**src/rtl/lvt_write_scheduler_if.sv**
```systemverilog
// Request and write-port bundle for the LVT write scheduler.
// The master side raises requests and observes the two bank write ports.
interface lvt_write_scheduler_if #(
  parameter int ADDR_WIDTH = 4,
  parameter int DATA_WIDTH = 16,
  parameter int NUM_REQ    = 4
);
  logic [NUM_REQ-1:0]            req_valid;
  logic [NUM_REQ*ADDR_WIDTH-1:0] req_addr;
  logic [NUM_REQ*DATA_WIDTH-1:0] req_data;
  logic [NUM_REQ-1:0]            req_ready;
  logic                          we_a;
  logic [ADDR_WIDTH-1:0]         waddr_a;
  logic [DATA_WIDTH-1:0]         wdata_a;
  logic                          we_b;
  logic [ADDR_WIDTH-1:0]         waddr_b;
  logic [DATA_WIDTH-1:0]         wdata_b;
  logic                          init_busy;

  modport master (
    output req_valid, req_addr, req_data,
    input  req_ready, we_a, waddr_a, wdata_a, we_b, waddr_b, wdata_b, init_busy
  );

  modport slave (
    input  req_valid, req_addr, req_data,
    output req_ready, we_a, waddr_a, wdata_a, we_b, waddr_b, wdata_b, init_busy
  );
endinterface

```
**src/rtl/lvt_write_scheduler.sv**
```systemverilog
// Two-port write scheduler for a live-value-table memory: grants up to two distinct-address
// requests per cycle round-robin. LVT_SCHED_INIT_EN adds a post-reset zeroing sweep on port A.
module lvt_write_scheduler #(
  parameter int ADDR_WIDTH = 4,
  parameter int DATA_WIDTH = 16,
  parameter int NUM_REQ    = 4
) (
  input  logic                 clk,
  input  logic                 rst_n,
  lvt_write_scheduler_if.slave bus
);
  localparam int IDX_W = $clog2(NUM_REQ);
  typedef logic [IDX_W-1:0] idx_t;

  function automatic idx_t wrap_idx(input idx_t base, input int unsigned off);
    int unsigned sum_v;
    sum_v = 32'(base) + off;
    if (sum_v >= unsigned'(NUM_REQ)) begin
      sum_v = sum_v - unsigned'(NUM_REQ);
    end else begin
      sum_v = sum_v;
    end
    return idx_t'(sum_v);
  endfunction

  logic [ADDR_WIDTH-1:0] addr_s [NUM_REQ];
  logic [DATA_WIDTH-1:0] data_s [NUM_REQ];

  for (genvar g = 0; g < NUM_REQ; g++) begin : g_unpack
    assign addr_s[g] = bus.req_addr[g*ADDR_WIDTH +: ADDR_WIDTH];
    assign data_s[g] = bus.req_data[g*DATA_WIDTH +: DATA_WIDTH];
  end

  logic                  run_s;
  logic                  sweep_s;
  logic [ADDR_WIDTH-1:0] sweep_addr_s;
  logic                  grant_en_s;

`ifdef LVT_SCHED_INIT_EN
  localparam int NUM_SLOTS = 1 << ADDR_WIDTH;
  localparam int CNT_W     = ADDR_WIDTH + 1;
  localparam logic [CNT_W-1:0] LAST_SLOT = CNT_W'(NUM_SLOTS - 1);

  typedef enum logic [0:0] {
    ST_INIT = 1'b0,
    ST_RUN  = 1'b1
  } state_t;

  state_t           state_r, state_next_s;
  logic [CNT_W-1:0] sweep_cnt_r, sweep_cnt_next_s;
  logic             init_busy_r;

  // sweep/run state register
  always_ff @(posedge clk) begin
    if (!rst_n) begin
      state_r     <= ST_INIT;
      sweep_cnt_r <= {CNT_W{1'b0}};
      init_busy_r <= 1'b1;
    end else begin
      state_r     <= state_next_s;
      sweep_cnt_r <= sweep_cnt_next_s;
      init_busy_r <= (state_next_s == ST_INIT);
    end
  end

  // sweep advance; leave INIT once the last slot has been issued
  always_comb begin
    state_next_s     = state_r;
    sweep_cnt_next_s = sweep_cnt_r;
    case (state_r)
      ST_INIT: begin
        sweep_cnt_next_s = sweep_cnt_r + CNT_W'(1);
        if (sweep_cnt_r == LAST_SLOT) begin
          state_next_s = ST_RUN;
        end else begin
          state_next_s = ST_INIT;
        end
      end
      ST_RUN:  state_next_s = ST_RUN;
      default: state_next_s = ST_INIT;
    endcase
  end

  assign run_s         = (state_r == ST_RUN);
  assign sweep_s       = (state_r == ST_INIT);
  assign sweep_addr_s  = sweep_cnt_r[ADDR_WIDTH-1:0];
  assign bus.init_busy = init_busy_r;
`else
  assign run_s         = 1'b1;
  assign sweep_s       = 1'b0;
  assign sweep_addr_s  = {ADDR_WIDTH{1'b0}};
  assign bus.init_busy = 1'b0;
`endif

  // Grants are suppressed while reset is asserted so no transfer is acknowledged and then dropped.
  assign grant_en_s = rst_n & run_s;

  idx_t               ptr_r, ptr_next_s, last_idx_s;
  idx_t               cand_s, w0_idx_s, w1_idx_s;
  logic               w0_found_s, w1_found_s, take_w0_s, take_w1_s;
  logic [NUM_REQ-1:0] ready_s;

  // round-robin scan from ptr: first valid -> port A, next valid with a different address -> port B
  always_comb begin
    w0_found_s = 1'b0;
    w1_found_s = 1'b0;
    w0_idx_s   = {IDX_W{1'b0}};
    w1_idx_s   = {IDX_W{1'b0}};
    cand_s     = {IDX_W{1'b0}};
    take_w0_s  = 1'b0;
    take_w1_s  = 1'b0;
    for (int k = 0; k < NUM_REQ; k++) begin
      cand_s     = wrap_idx(ptr_r, unsigned'(k));
      take_w0_s  = grant_en_s && bus.req_valid[cand_s] && !w0_found_s;
      take_w1_s  = grant_en_s && bus.req_valid[cand_s] && w0_found_s && !w1_found_s
                   && (addr_s[cand_s] != addr_s[w0_idx_s]);
      w0_idx_s   = take_w0_s ? cand_s : w0_idx_s;
      w1_idx_s   = take_w1_s ? cand_s : w1_idx_s;
      w0_found_s = w0_found_s | take_w0_s;
      w1_found_s = w1_found_s | take_w1_s;
    end
  end

  // ready one-hot per winner, and pointer advance past the last granted index
  always_comb begin
    ready_s             = {NUM_REQ{1'b0}};
    ready_s[w0_idx_s]   = ready_s[w0_idx_s] | w0_found_s;
    ready_s[w1_idx_s]   = ready_s[w1_idx_s] | w1_found_s;
    last_idx_s          = w1_found_s ? w1_idx_s : w0_idx_s;
    ptr_next_s          = w0_found_s ? wrap_idx(last_idx_s, 32'd1) : ptr_r;
  end

  assign bus.req_ready = ready_s;

  logic                  we_a_r, we_b_r;
  logic [ADDR_WIDTH-1:0] waddr_a_r, waddr_b_r;
  logic [DATA_WIDTH-1:0] wdata_a_r, wdata_b_r;

  // registered write ports and arbitration pointer; address/data hold when idle
  always_ff @(posedge clk) begin
    if (!rst_n) begin
      ptr_r     <= {IDX_W{1'b0}};
      we_a_r    <= 1'b0;
      waddr_a_r <= {ADDR_WIDTH{1'b0}};
      wdata_a_r <= {DATA_WIDTH{1'b0}};
      we_b_r    <= 1'b0;
      waddr_b_r <= {ADDR_WIDTH{1'b0}};
      wdata_b_r <= {DATA_WIDTH{1'b0}};
    end else begin
      ptr_r     <= ptr_next_s;
      we_a_r    <= w0_found_s | sweep_s;
      waddr_a_r <= sweep_s ? sweep_addr_s
                           : (w0_found_s ? addr_s[w0_idx_s] : waddr_a_r);
      wdata_a_r <= sweep_s ? {DATA_WIDTH{1'b0}}
                           : (w0_found_s ? data_s[w0_idx_s] : wdata_a_r);
      we_b_r    <= w1_found_s;
      waddr_b_r <= w1_found_s ? addr_s[w1_idx_s] : waddr_b_r;
      wdata_b_r <= w1_found_s ? data_s[w1_idx_s] : wdata_b_r;
    end
  end

  assign bus.we_a    = we_a_r;
  assign bus.waddr_a = waddr_a_r;
  assign bus.wdata_a = wdata_a_r;
  assign bus.we_b    = we_b_r;
  assign bus.waddr_b = waddr_b_r;
  assign bus.wdata_b = wdata_b_r;
endmodule
```
**src/flat_wrapper.sv**
```systemverilog
// flat-port wrapper written by rule: the top's interface ports become plain ports
module lvt_write_scheduler_flat 
#(
  parameter int ADDR_WIDTH = 4,
  parameter int DATA_WIDTH = 16,
  parameter int NUM_REQ    = 4
)
  (clk, rst_n, bus_req_valid, bus_req_addr, bus_req_data, bus_req_ready, bus_we_a, bus_waddr_a, bus_wdata_a, bus_we_b, bus_waddr_b, bus_wdata_b, bus_init_busy);
  lvt_write_scheduler_if #(.ADDR_WIDTH(ADDR_WIDTH), .DATA_WIDTH(DATA_WIDTH), .NUM_REQ(NUM_REQ)) bus_i ();
  input  logic clk;
  input  logic rst_n;
  input wire logic [$bits(bus_i.req_valid)-1:0] bus_req_valid;
  input wire logic [$bits(bus_i.req_addr)-1:0] bus_req_addr;
  input wire logic [$bits(bus_i.req_data)-1:0] bus_req_data;
  output wire logic [$bits(bus_i.req_ready)-1:0] bus_req_ready;
  output wire logic [$bits(bus_i.we_a)-1:0] bus_we_a;
  output wire logic [$bits(bus_i.waddr_a)-1:0] bus_waddr_a;
  output wire logic [$bits(bus_i.wdata_a)-1:0] bus_wdata_a;
  output wire logic [$bits(bus_i.we_b)-1:0] bus_we_b;
  output wire logic [$bits(bus_i.waddr_b)-1:0] bus_waddr_b;
  output wire logic [$bits(bus_i.wdata_b)-1:0] bus_wdata_b;
  output wire logic [$bits(bus_i.init_busy)-1:0] bus_init_busy;
  assign bus_i.req_valid = bus_req_valid;
  assign bus_i.req_addr = bus_req_addr;
  assign bus_i.req_data = bus_req_data;
  assign bus_req_ready = bus_i.req_ready;
  assign bus_we_a = bus_i.we_a;
  assign bus_waddr_a = bus_i.waddr_a;
  assign bus_wdata_a = bus_i.wdata_a;
  assign bus_we_b = bus_i.we_b;
  assign bus_waddr_b = bus_i.waddr_b;
  assign bus_wdata_b = bus_i.wdata_b;
  assign bus_init_busy = bus_i.init_busy;
  lvt_write_scheduler #(.ADDR_WIDTH(ADDR_WIDTH), .DATA_WIDTH(DATA_WIDTH), .NUM_REQ(NUM_REQ)) u_core (.clk(clk), .rst_n(rst_n), .bus(bus_i));
endmodule
```
**config.mk**
```make
export PLATFORM = sky130hd
export DESIGN_NAME = lvt_write_scheduler_flat
export DESIGN_NICKNAME = d
export VERILOG_FILES = /design/src/rtl/lvt_write_scheduler_if.sv /design/src/rtl/lvt_write_scheduler.sv /design/src/flat_wrapper.sv
export SDC_FILE = /design/constraint.sdc
export NUM_CORES = 1
export LEC_CHECK = 0
export BUFFER_PORTS_ARGS = -buffer_cell sky130_fd_sc_hd__clkbuf_2
export CORE_UTILIZATION = 45
export DETAILED_ROUTE_END_ITERATION = 7
export PLACE_DENSITY = 0.83
export SETUP_SLACK_MARGIN = 0.4
export SYNTH_ARGS = -nofsm -noshare
export SYNTH_HDL_FRONTEND = slang
export SYNTH_SLANG_ARGS = --single-unit
```
**constraint.sdc**
```tcl
create_clock -name clk -period 5.01 [get_ports clk]
set_input_delay 0 -clock clk [delete_from_list [all_inputs] [get_ports clk]]
set_output_delay 0 -clock clk [all_outputs]
set_load 0.02 [all_outputs]
```
==> impl_metrics.env, run 1 <==
export IMPL_synth_area_top_cells="dfxtp_1, a21oi_1, mux2i_1, a221oi_1, nand2_1"
export IMPL_clk_pin_slew_ns=0.10
export IMPL_postCtsHoldBufs=1
export IMPL_ys_flop_type="dfxtp_1"
export IMPL_hold_path_class="in -> reg"
export IMPL_skew_ns=0.00923
export IMPL_p_leak_nw=2.10
export IMPL_row_count=34
export IMPL_synthDominantCellAreaShare_pct=21.3
export IMPL_yosys_top_cells_count="nand2_1, a21oi_1, nor2_1"
export IMPL_first_iter_violations=571
export IMPL_antenna_cells=0
export IMPL_power_per_cell_area_nw_per_um2=687
export IMPL_synth_seq_area_share_pct=21.3
export IMPL_r2r_end="u_core.bus.waddr_b[3]"
export IMPL_startpoint_type="flip-flop"
export IMPL_max_cap_viol_count=0
export IMPL_synth_most_common_cell="nand2_1"
export IMPL_yosysWarnings=0
export IMPL_nFillCells=815
export IMPL_finalWirelength_um=14400
export IMPL_crit_fanout=17
export IMPL_final_hold_viol_count=0
export IMPL_initial_core_util_pct=46.9
export IMPL_path_buf_inv=3
export IMPL_slew_headroom_pct=27.0
export IMPL_port_buffers=131
export IMPL_crit_reg2reg_launch="u_core.ptr_r[1]"
export IMPL_max_clock_freq_mhz=234
export IMPL_r2r_cells=13
export IMPL_dp_slack_ns=1.10
export IMPL_viasPerCell=6.60
export IMPL_tightest_slew_ns=1.09
export IMPL_fin_cells=763
export IMPL_violations="DRC"
export IMPL_post_cts_buffers=0
export IMPL_first_pass_iters=8
export IMPL_avgSynthCellArea_um2=7.44
export IMPL_ios=133
export IMPL_status="finished, violations left"
export IMPL_wl_per_cell_um=18.9
export IMPL_end_kind="primary output"
export IMPL_cp_required_ns=5.01
export IMPL_track_usage_pct=29.9
export IMPL_postLayoutSetupSlackWorst_ns=0.740
export IMPL_cts_buffer_depth=2
export IMPL_cts_htree_levels=2
export IMPL_ant_nets=0
export IMPL_crit_type="reg -> out"
export IMPL_syn_nets=641
export IMPL_peakVddDrop_v=0.000329
export IMPL_die_area_um2=9560
export IMPL_antenna_found_initial=0
export IMPL_utilization_pct=56.1
export IMPL_dp_cells=753
export IMPL_netlist_area_um2=4130
export IMPL_cp_common_cell="buf_4"
export IMPL_cts_buffers_inserted=5
export IMPL_met1_length_um=5730
export IMPL_cp_cell_sequence="buf_4 > nor2_1 > a221o_1 > and2_4 > a21oi_4 > mux2i_1 > xnor2_1 > a41oi_2 > a21oi_1 > a21oi_2 > buf_4 > a21o_1 > clkbuf_2"
export IMPL_critPathTopFamily="compound AO/OA/AOI/OAI gates"
export IMPL_fp_dieW_um=97.8
export IMPL_syn_to_final_growth_pct=19.5
export IMPL_place_hpwl_um=10200
export IMPL_final_max_slew_viol_count=0
export IMPL_rsz0062_at_grt="false"
export IMPL_grt_max_degree=45
export IMPL_wl_met2_um=6770
export IMPL_holdCritStartpoint="bus_req_data[10]"
export IMPL_synth_top_area_cell="dfxtp_1"
export IMPL_ys_ff_latch=44
export IMPL_cts_sinks=44
export IMPL_async_flop_share_pct=0
export IMPL_gp_congestion=0.965
export IMPL_nNetsFinal=740
export IMPL_grt_pass1_wl_um=23600
export IMPL_synth_distinct_cells=70
export IMPL_synthCells=555
export IMPL_synth_edff_count=0
export IMPL_coreArea_um2=8810
export IMPL_slowest_stage="dfxtp_1"
export IMPL_overflow=0
export IMPL_min_to="u_core.bus.wdata_b[10]"
export IMPL_final_setup_tns_ns=0
export IMPL_grt_pass1_vias=4826
export IMPL_rrSetupSlack_ns=0.98
export IMPL_top_layer="met4"
export IMPL_min_path_cells=3
export IMPL_fin_crit_ns=4.27
export IMPL_critPathArrivalTime_ns=4.27
export IMPL_vias=5036
export IMPL_setup_viol=0
export IMPL_cp_slowest_stage_delay_ns=0.72
export IMPL_met3_length_um=1390
export IMPL_drive_above_1_share_pct=28.1
export IMPL_cts_resized=0
export IMPL_cts_tree="built"
export IMPL_die_h_um=97.8
export IMPL_clk_latency_ns=0.30
export IMPL_power_mw=3.39
export IMPL_fin_crit_sh_pct=85.2
export IMPL_clockRootBuffer="clkbuf_8"
export IMPL_drc=16
==> flip-flops by register name, summed over array words and instances (netlist names) <==
| signal | count |
|---|---|
| u_core.bus.wdata_b | 16 |
| u_core.bus.waddr_b | 4 |
| u_core.bus.we_b | 1 |
| u_core.bus.waddr_a | 4 |
| u_core.bus.we_a | 1 |
| u_core.bus.wdata_a | 16 |
| u_core.ptr_r | 2 |
==> routing by layer <==
metal	vias up	global-route usage [%]
met5	-	0
met4	0	12.9
met3	54	5.80
met2	320	49.5
met1	2358	38.0
li1	2304	-
==> placed cells by master (no fill, tap or decap), types with 3 or more instances in the layout <==
cell,n
o21ai_1,11
o211ai_1,4
clkbuf_2,131
nand3_1,8
a211oi_1,22
a21o_1,5
mux2_2,4
dfxtp_1,44
a22oi_1,21
nand2_1,58
a21oi_1,54
mux4_2,5
a311oi_1,20
buf_4,15
inv_1,11
and2_1,21
o22ai_1,3
nand4_1,3
nor3_1,3
nor2_1,47
xnor2_1,12
nor2b_1,3
clkbuf_8,5
a221oi_1,26
o21ai_0,28
mux2i_1,27
xor2_1,8
==> cell type report <==
| type | count | area [um^2] | share of cell area, % |
|---|---|---|---|
| Timing Repair Buffer | 148 | 788 | 16.0 |
| Sequential cell | 44 | 881 | 17.8 |
| Clock buffer | 5 | 68.8 | 1.39 |
| Inverter | 13 | 48.8 | 0.989 |
| Clock inverter | 3 | 46.3 | 0.938 |
| Multi-Input combinational cell | 442 | 2970 | 60.1 |
| Tap cell | 108 | 135 | 2.74 |
==> through the flow <==
step                instance area (um^2)  hold slack, ns
finish                              4940         0.00582
global route                        4940          0.0115
CTS                                 4930         0.00178
detailed placement                  4800           0.316
global placement                    4800           0.301
floorplan                           4130           0.196
==> worst min-delay path, delay by kind of cell <==
kind,cells,cell delay [ns]
AOI/OAI and AO/OA,2,0.19
buffers and inverters,1,0.09
==> report_power, final <==
group	leakage (nW)	switching, mW	internal [mW]
Combinational	1.68	1.56	0.907
Clock	0.0548	0.135	0.150
Sequential	0.364	0.124	0.522
==> cells by family after synthesis <==
| family | after synthesis | share of synthesized area, % |
|---|---|---|
| compound gates | 226 | 38.3 |
| simple gates | 158 | 17.9 |
| buf+inv | 69 | 7.39 |
| flops | 44 | 21.3 |
| mux | 37 | 10.7 |
| xor+xnor | 20 | 4.24 |
| other cells | 1 | 0.0908 |
==> worst max-delay path by stage <==
stage	start	endpoint	cells past startpoint	slack [ns]
2_1_floorplan	u_core.ptr_r[0]	u_core.ptr_r[1]	11	1.95
4_1_cts	u_core.ptr_r[1]	bus_req_ready[3]	13	0.80
3_3_place_gp	u_core.ptr_r[1]	u_core.bus.wdata_b[2]	13	1.19
6_report	u_core.ptr_r[1]	bus_req_ready[3]	13	0.74
5_1_grt	u_core.ptr_r[1]	bus_req_ready[3]	13	0.54
3_5_place_dp	u_core.ptr_r[1]	u_core.bus.wdata_b[14]	13	1.10
Power figures use the tool's default switching activity.
==> run 2, diff against run 1 <==
--- a/config.mk
+++ b/config.mk
@@ -8,6 +8,7 @@
 export BUFFER_PORTS_ARGS = -buffer_cell sky130_fd_sc_hd__clkbuf_2
 export CORE_UTILIZATION = 45
 export DETAILED_ROUTE_END_ITERATION = 7
+export GPL_TIMING_DRIVEN = 0
 export PLACE_DENSITY = 0.83
 export SETUP_SLACK_MARGIN = 0.4
 export SYNTH_ARGS = -nofsm -noshare
==> run 2 against run 1 <==
Sequential share of layout area down 0.17 points. Via count up 6.4%. Total power up 3.4%. Utilization up 0.53 points. Count of clock-buffer cells in the layout up 1. Flip-flop and latch count unchanged. The flow still finishes with violations (DRC). Routed wire length up 8.7%. Critical endpoint is now bus_req_ready[2]. Global-route usage up 2.1 points. Hold slack better by 0.0025 ns. Die area unchanged. Clock power down 2%. Final cell count up 3.9%.
==> impl_metrics.env, run 2 (synthesis results as in run 1) <==
export IMPL_status="finished, violations left"
export IMPL_violations="DRC"
export IMPL_cp_cell_sequence="mux2_4 > a221oi_2 > o221ai_1 > nand2_1 > mux2i_1 > xor2_1 > o221ai_2 > nand2_1 > o32ai_2 > buf_4 > o21bai_1 > clkbuf_2"
export IMPL_nNetsFinal=770
export IMPL_cts_buffers_inserted=5
export IMPL_first_iter_violations=543
export IMPL_clk_latency_ns=0.30
export IMPL_clk_pin_slew_ns=0.09
export IMPL_startpoint_type="flip-flop"
export IMPL_skew_ns=0.00446
export IMPL_fin_cells=793
export IMPL_grt_max_degree=14
export IMPL_drc=16
export IMPL_hold_path_class="in -> reg"
export IMPL_wl_per_cell_um=19.8
export IMPL_antenna_found_initial=0
export IMPL_final_setup_tns_ns=0
export IMPL_setup_viol=0
export IMPL_clockRootBuffer="clkbuf_8"
export IMPL_cp_common_cell="nand2_1"
export IMPL_fin_crit_ns=3.83
export IMPL_slew_headroom_pct=54.0
export IMPL_final_max_slew_viol_count=0
export IMPL_post_cts_buffers=0
export IMPL_tightest_slew_ns=0.687
export IMPL_grt_pass1_wl_um=24800
export IMPL_grt_pass1_vias=5028
export IMPL_ios=133
export IMPL_drive_above_1_share_pct=26.0
export IMPL_port_buffers=122
export IMPL_final_hold_viol_count=0
export IMPL_peakVddDrop_v=0.000361
export IMPL_cts_buffer_depth=2
export IMPL_first_pass_iters=8
export IMPL_crit_fanout=10
export IMPL_vias=5358
export IMPL_fin_crit_sh_pct=76.4
export IMPL_antenna_cells=0
export IMPL_critPathArrivalTime_ns=3.83
export IMPL_p_leak_nw=2.11
export IMPL_rsz0062_at_grt="false"
export IMPL_r2r_cells=15
export IMPL_end_kind="primary output"
export IMPL_nFillCells=858
export IMPL_power_per_cell_area_nw_per_um2=704
export IMPL_cp_required_ns=5.01
export IMPL_cts_resized=0
export IMPL_place_hpwl_um=11400
export IMPL_overflow=0
export IMPL_final_cell_mix="clkbuf_2, nand2_1, a21oi_1"
export IMPL_critPathTopFamily="compound AO/OA/AOI/OAI gates"
export IMPL_min_path_cells=3
export IMPL_slowest_stage="dfxtp_1"
export IMPL_cts_tree="built"
export IMPL_cts_htree_levels=2
export IMPL_track_usage_pct=32.1
export IMPL_gp_congestion=0.955
export IMPL_cts_sinks=44
export IMPL_cp_slowest_stage_delay_ns=0.49
export IMPL_cp_depth=12
export IMPL_max_clock_freq_mhz=261
export IMPL_row_count=34
export IMPL_syn_to_final_growth_pct=20.7
export IMPL_postCtsHoldBufs=0
export IMPL_viasPerCell=6.76
export IMPL_ant_nets=0
export IMPL_die_area_um2=9560
export IMPL_crit_type="reg -> out"
export IMPL_coreArea_um2=8810
export IMPL_initial_core_util_pct=46.9
export IMPL_dp_cells=785
export IMPL_path_buf_inv=2
export IMPL_layout_cells_most_common="clkbuf_2"
export IMPL_fp_dieW_um=97.8
export IMPL_dp_slack_ns=1.36
export IMPL_max_cap_viol_count=0
export IMPL_postLayoutSetupSlackWorst_ns=1.18
export IMPL_finalWirelength_um=15700
export IMPL_die_h_um=97.8
## run 2: changes by cell type in the layout (fill, tap and decap cells not counted), moves of 8 or more
cell	before	now
buf_4	15	7
buf_2	0	15
clkbuf_1	0	34
clkbuf_2	131	123
## run 2: final cells by class
class | count | area, um^2 | area share [%]
plain buffers | 56 | 256 | 5.15
clock buffers | 6 | 72.6 | 1.46
clock inverters | 2 | 35.0 | 0.703
inverters | 13 | 48.8 | 0.979
multi-input cells | 442 | 2940 | 59.1
flip-flops and latches | 44 | 881 | 17.7
well taps | 108 | 135 | 2.71
repair buffers | 122 | 611 | 12.3
## run 2: final timing paths
| check | startpoint | endpoint | slack [ns] |
|---|---|---|---|
| worst max-delay path | u_core.ptr_r[0] | bus_req_ready[2] | 1.18 |
| worst min-delay path | bus_req_data[0] | u_core.bus.wdata_b[0] | 0.008 |
| worst max register to register | u_core.ptr_r[1] | u_core.bus.wdata_a[7] | 1.21 |
| worst min register to register | u_core.bus.waddr_a[0] | u_core.bus.waddr_a[0] | 0.49 |
## run 2: power breakdown
part           internal (mW)  switching, mW  total (mW)  leakage (nW)
combinational          0.929           1.68        2.61          1.69
sequential             0.522          0.101       0.623         0.364
clock                  0.148          0.131       0.279        0.0552
## run 2: worst min-delay path, delay by kind of cell
family | cells | cell delay [ns]
AOI/OAI and AO/OA | 2 | 0.18
buffers and inverters | 1 | 0.09
## run 2: through the flow
step	hold WS, ns	power (mW)	utilization, %	instance area (um^2)
floorplan	0.196	2.43	-	4130
global placement	0.299	3.07	55.4	4870
detailed placement	0.312	3.13	55.4	4870
CTS	0.00222	3.42	56.6	4980
global route	0.00562	3.72	56.6	4980
finish	0.00828	3.51	56.6	4980
## run 2: routing by layer
layer  routed length [um]  share of wire, %  track usage [%]  vias to the layer above
met5                    0                 0                0                        -
met4                  659               4.2             14.8                        0
met3                 1800                11             6.44                       84
met1                 6040                39             41.5                     2492
li1                     -                 -                -                     2361
met2                 7190                46             51.4                      421
==> run 3, diff against run 2 <==
==> constraint.sdc (replaced) <==
create_clock -name clk -period 3.65 [get_ports clk]
set_input_delay 0 -clock clk [delete_from_list [all_inputs] [get_ports clk]]
set_output_delay 0 -clock clk [all_outputs]
set_load 0.02 [all_outputs]
==> run 3 against run 2 <==
Die area unchanged. Design area rose by 16%. The run ends with DRC, hold timing left. Total power is 59% higher. Register-to-register slack worse by 1.0 ns. Flip-flop and latch count unchanged. Sequential power grew 38%. Setup slack lost 1.0 ns.
==> impl_metrics.env, run 3 (synthesis results as in run 1) <==
export IMPL_status="finished, violations left"
export IMPL_violations="DRC, hold timing"
export IMPL_min_to="u_core.bus.wdata_b[13]"
export IMPL_nFillCells=717
export IMPL_cts_buffers_inserted=5
export IMPL_ant_nets=0
export IMPL_crit_reg2reg_launch="u_core.ptr_r[0]"
export IMPL_clkPwrFrac_pct=6.9
export IMPL_seqPwrFrac_pct=15.4
export IMPL_utilization_pct=65.4
export IMPL_critPathArrivalTime_ns=3.52
export IMPL_hold_ws_ns=-0.00434
export IMPL_startpoint_type="flip-flop"
export IMPL_initial_core_util_pct=46.9
export IMPL_wl_per_cell_um=20.8
export IMPL_max_cap_viol_count=0
export IMPL_tightest_slew_ns=0.655
export IMPL_combPwrFrac_pct=77.7
export IMPL_crit_type="reg -> out"
export IMPL_final_cell_mix="clkbuf_2, nand2_1, a21oi_1"
export IMPL_clk_latency_ns=0.30
export IMPL_grt_max_degree=14
export IMPL_end_kind="primary output"
export IMPL_skew_ns=0.00440
export IMPL_slew_headroom_pct=56.0
export IMPL_die_h_um=97.8
export IMPL_setup_viol=0
export IMPL_fin_crit_sh_pct=96.4
export IMPL_crit_fanout=6
export IMPL_fin_crit_ns=3.52
export IMPL_r2r_cells=14
export IMPL_seqCellArea_um2=886
export IMPL_syn_to_final_growth_pct=39.4
export IMPL_multi_input_area_um2=3310
export IMPL_first_iter_violations=727
export IMPL_antenna_found_initial=0
export IMPL_nNetsFinal=801
export IMPL_drive_above_1_share_pct=38.0
export IMPL_hold_path_class="in -> reg"
export IMPL_power_switching_mw=2.94
export IMPL_track_usage_pct=34.0
export IMPL_stdcell_area_um2=5760
export IMPL_coreArea_um2=8810
export IMPL_p_leak_nw=2.45
export IMPL_overflow=0
export IMPL_rsz0062_at_grt="true"
export IMPL_placed_cell_area_um2=4870
export IMPL_finalWirelength_um=17100
export IMPL_power_per_cell_area_nw_per_um2=971
export IMPL_dp_slack_ns=0.00317
export IMPL_port_buffers=122
export IMPL_final_setup_tns_ns=0
export IMPL_crit_start="u_core.ptr_r[0]"
export IMPL_die_area_um2=9560
export IMPL_final_hold_viol_count=2
export IMPL_swShare_pct=52.7
export IMPL_grt_pass1_wl_um=26300
export IMPL_rrSetupSlack_ns=0.18
export IMPL_grt_pass1_vias=5310
export IMPL_first_pass_iters=8
export IMPL_row_count=34
export IMPL_clockRootBuffer="clkbuf_8"
export IMPL_place_hpwl_um=11400
export IMPL_max_clock_freq_mhz=284
export IMPL_final_max_slew_viol_count=0
export IMPL_layout_cells_most_common="clkbuf_2"
export IMPL_peakVddDrop_v=0.000547
export IMPL_p_int_mw=2.65
export IMPL_clk_pin_slew_ns=0.09
export IMPL_cts_buffer_depth=2
export IMPL_cts_tree="built"
export IMPL_antenna_cells=0
export IMPL_ios=133
export IMPL_cts_sinks=44
export IMPL_holdCritStartpoint="bus_req_data[61]"
export IMPL_cts_htree_levels=2
export IMPL_fp_dieW_um=97.8
export IMPL_viasPerCell=6.79
export IMPL_gp_congestion=0.955
export IMPL_r2r_end="u_core.bus.waddr_b[0]"
export IMPL_drc=16
export IMPL_vias=5593
export IMPL_min_path_cells=3
export IMPL_postLayoutSetupSlackWorst_ns=0.132
export IMPL_cp_required_ns=3.65
## run 3: cell types whose count changed in the layout (fill, tap and decap cells not counted), moves of 5 or more
cell           before  now
a221oi_1           26    6
clkbuf_4            0   14
clkbuf_1           34   19
dlygate4sd3_1       0   10
mux2i_1            27   22
buf_4               7   25
buf_6               0    9
buf_2              15    5
a21oi_2             0    5
a21oi_1            56   51
a221oi_2            1   20
## run 3: power groups by stage
stage | sequential [mW] | clock (mW) | combinational, mW
floorplan | 1.10 | 0 | 2.24
global placement | 0.841 | 0 | 3.38
detailed placement | 0.849 | 0 | 3.45
CTS | 0.845 | 0.382 | 3.92
global route | 0.880 | 0.403 | 4.59
finish | 0.859 | 0.388 | 4.34
## run 3: how the worst max path moves through the flow
| stage | end | slack [ns] | depth (start not counted) |
|---|---|---|---|
| after floorplan | u_core.ptr_r[1] | 0.59 | 11 |
| after global placement | u_core.bus.wdata_b[13] | 0.06 | 15 |
| after detailed placement | u_core.bus.wdata_b[12] | 0.003 | 14 |
| after CTS | bus_req_ready[1] | 0.32 | 12 |
| after global routing | bus_req_ready[2] | 0.04 | 13 |
| final | bus_req_ready[1] | 0.13 | 13 |
## run 3: per-layer routing
metal	up-vias	wire, um	track usage, %
li1	2431	-	-
met1	2578	6440	42.8
met2	483	7770	54.7
met3	101	2060	6.94
met4	0	871	18.3
met5	-	0	0
## run 3: what timing repair did
| action | CTS | global route |
|---|---|---|
| endpoints found under the setup margin | 47 | 46 |
| pin swaps | 21 | 13 |
| setup buffers | 18 | 3 |
| hold buffers | 10 | 0 |
| endpoints found under the hold margin | 6 | 0 |
| gates resized for setup | 76 | 62 |
## run 3: area by class of cell
class | count | area share (%)
clock buffer | 6 | 1.26
timing repair buffer | 153 | 15.7
inverter | 13 | 0.935
multi-input combinational | 442 | 57.5
tap | 108 | 2.35
clock inverter | 2 | 0.609
buffer | 56 | 6.24
sequential | 44 | 15.4
## run 3: stage by stage
step	instances	hold slack, ns	total power [mW]
global route	824	0.0124	5.87
CTS	821	0.000495	5.15
floorplan	555	0.196	3.34
finish	824	-0.00434	5.59
global placement	785	0.299	4.22
detailed placement	785	0.312	4.30
## run 3: critical path, cell delays in order (launching register included)
cell,delay [ns]
dfxtp_4,0.39
mux2_4,0.33
a221o_1,0.33
and2_4,0.17
a21oi_4,0.27
mux2i_2,0.32
xnor2_2,0.13
a41oi_4,0.37
buf_4,0.18
a21oi_2,0.06
a21oi_2,0.25
buf_6,0.14
a21o_1,0.09
clkbuf_2,0.16
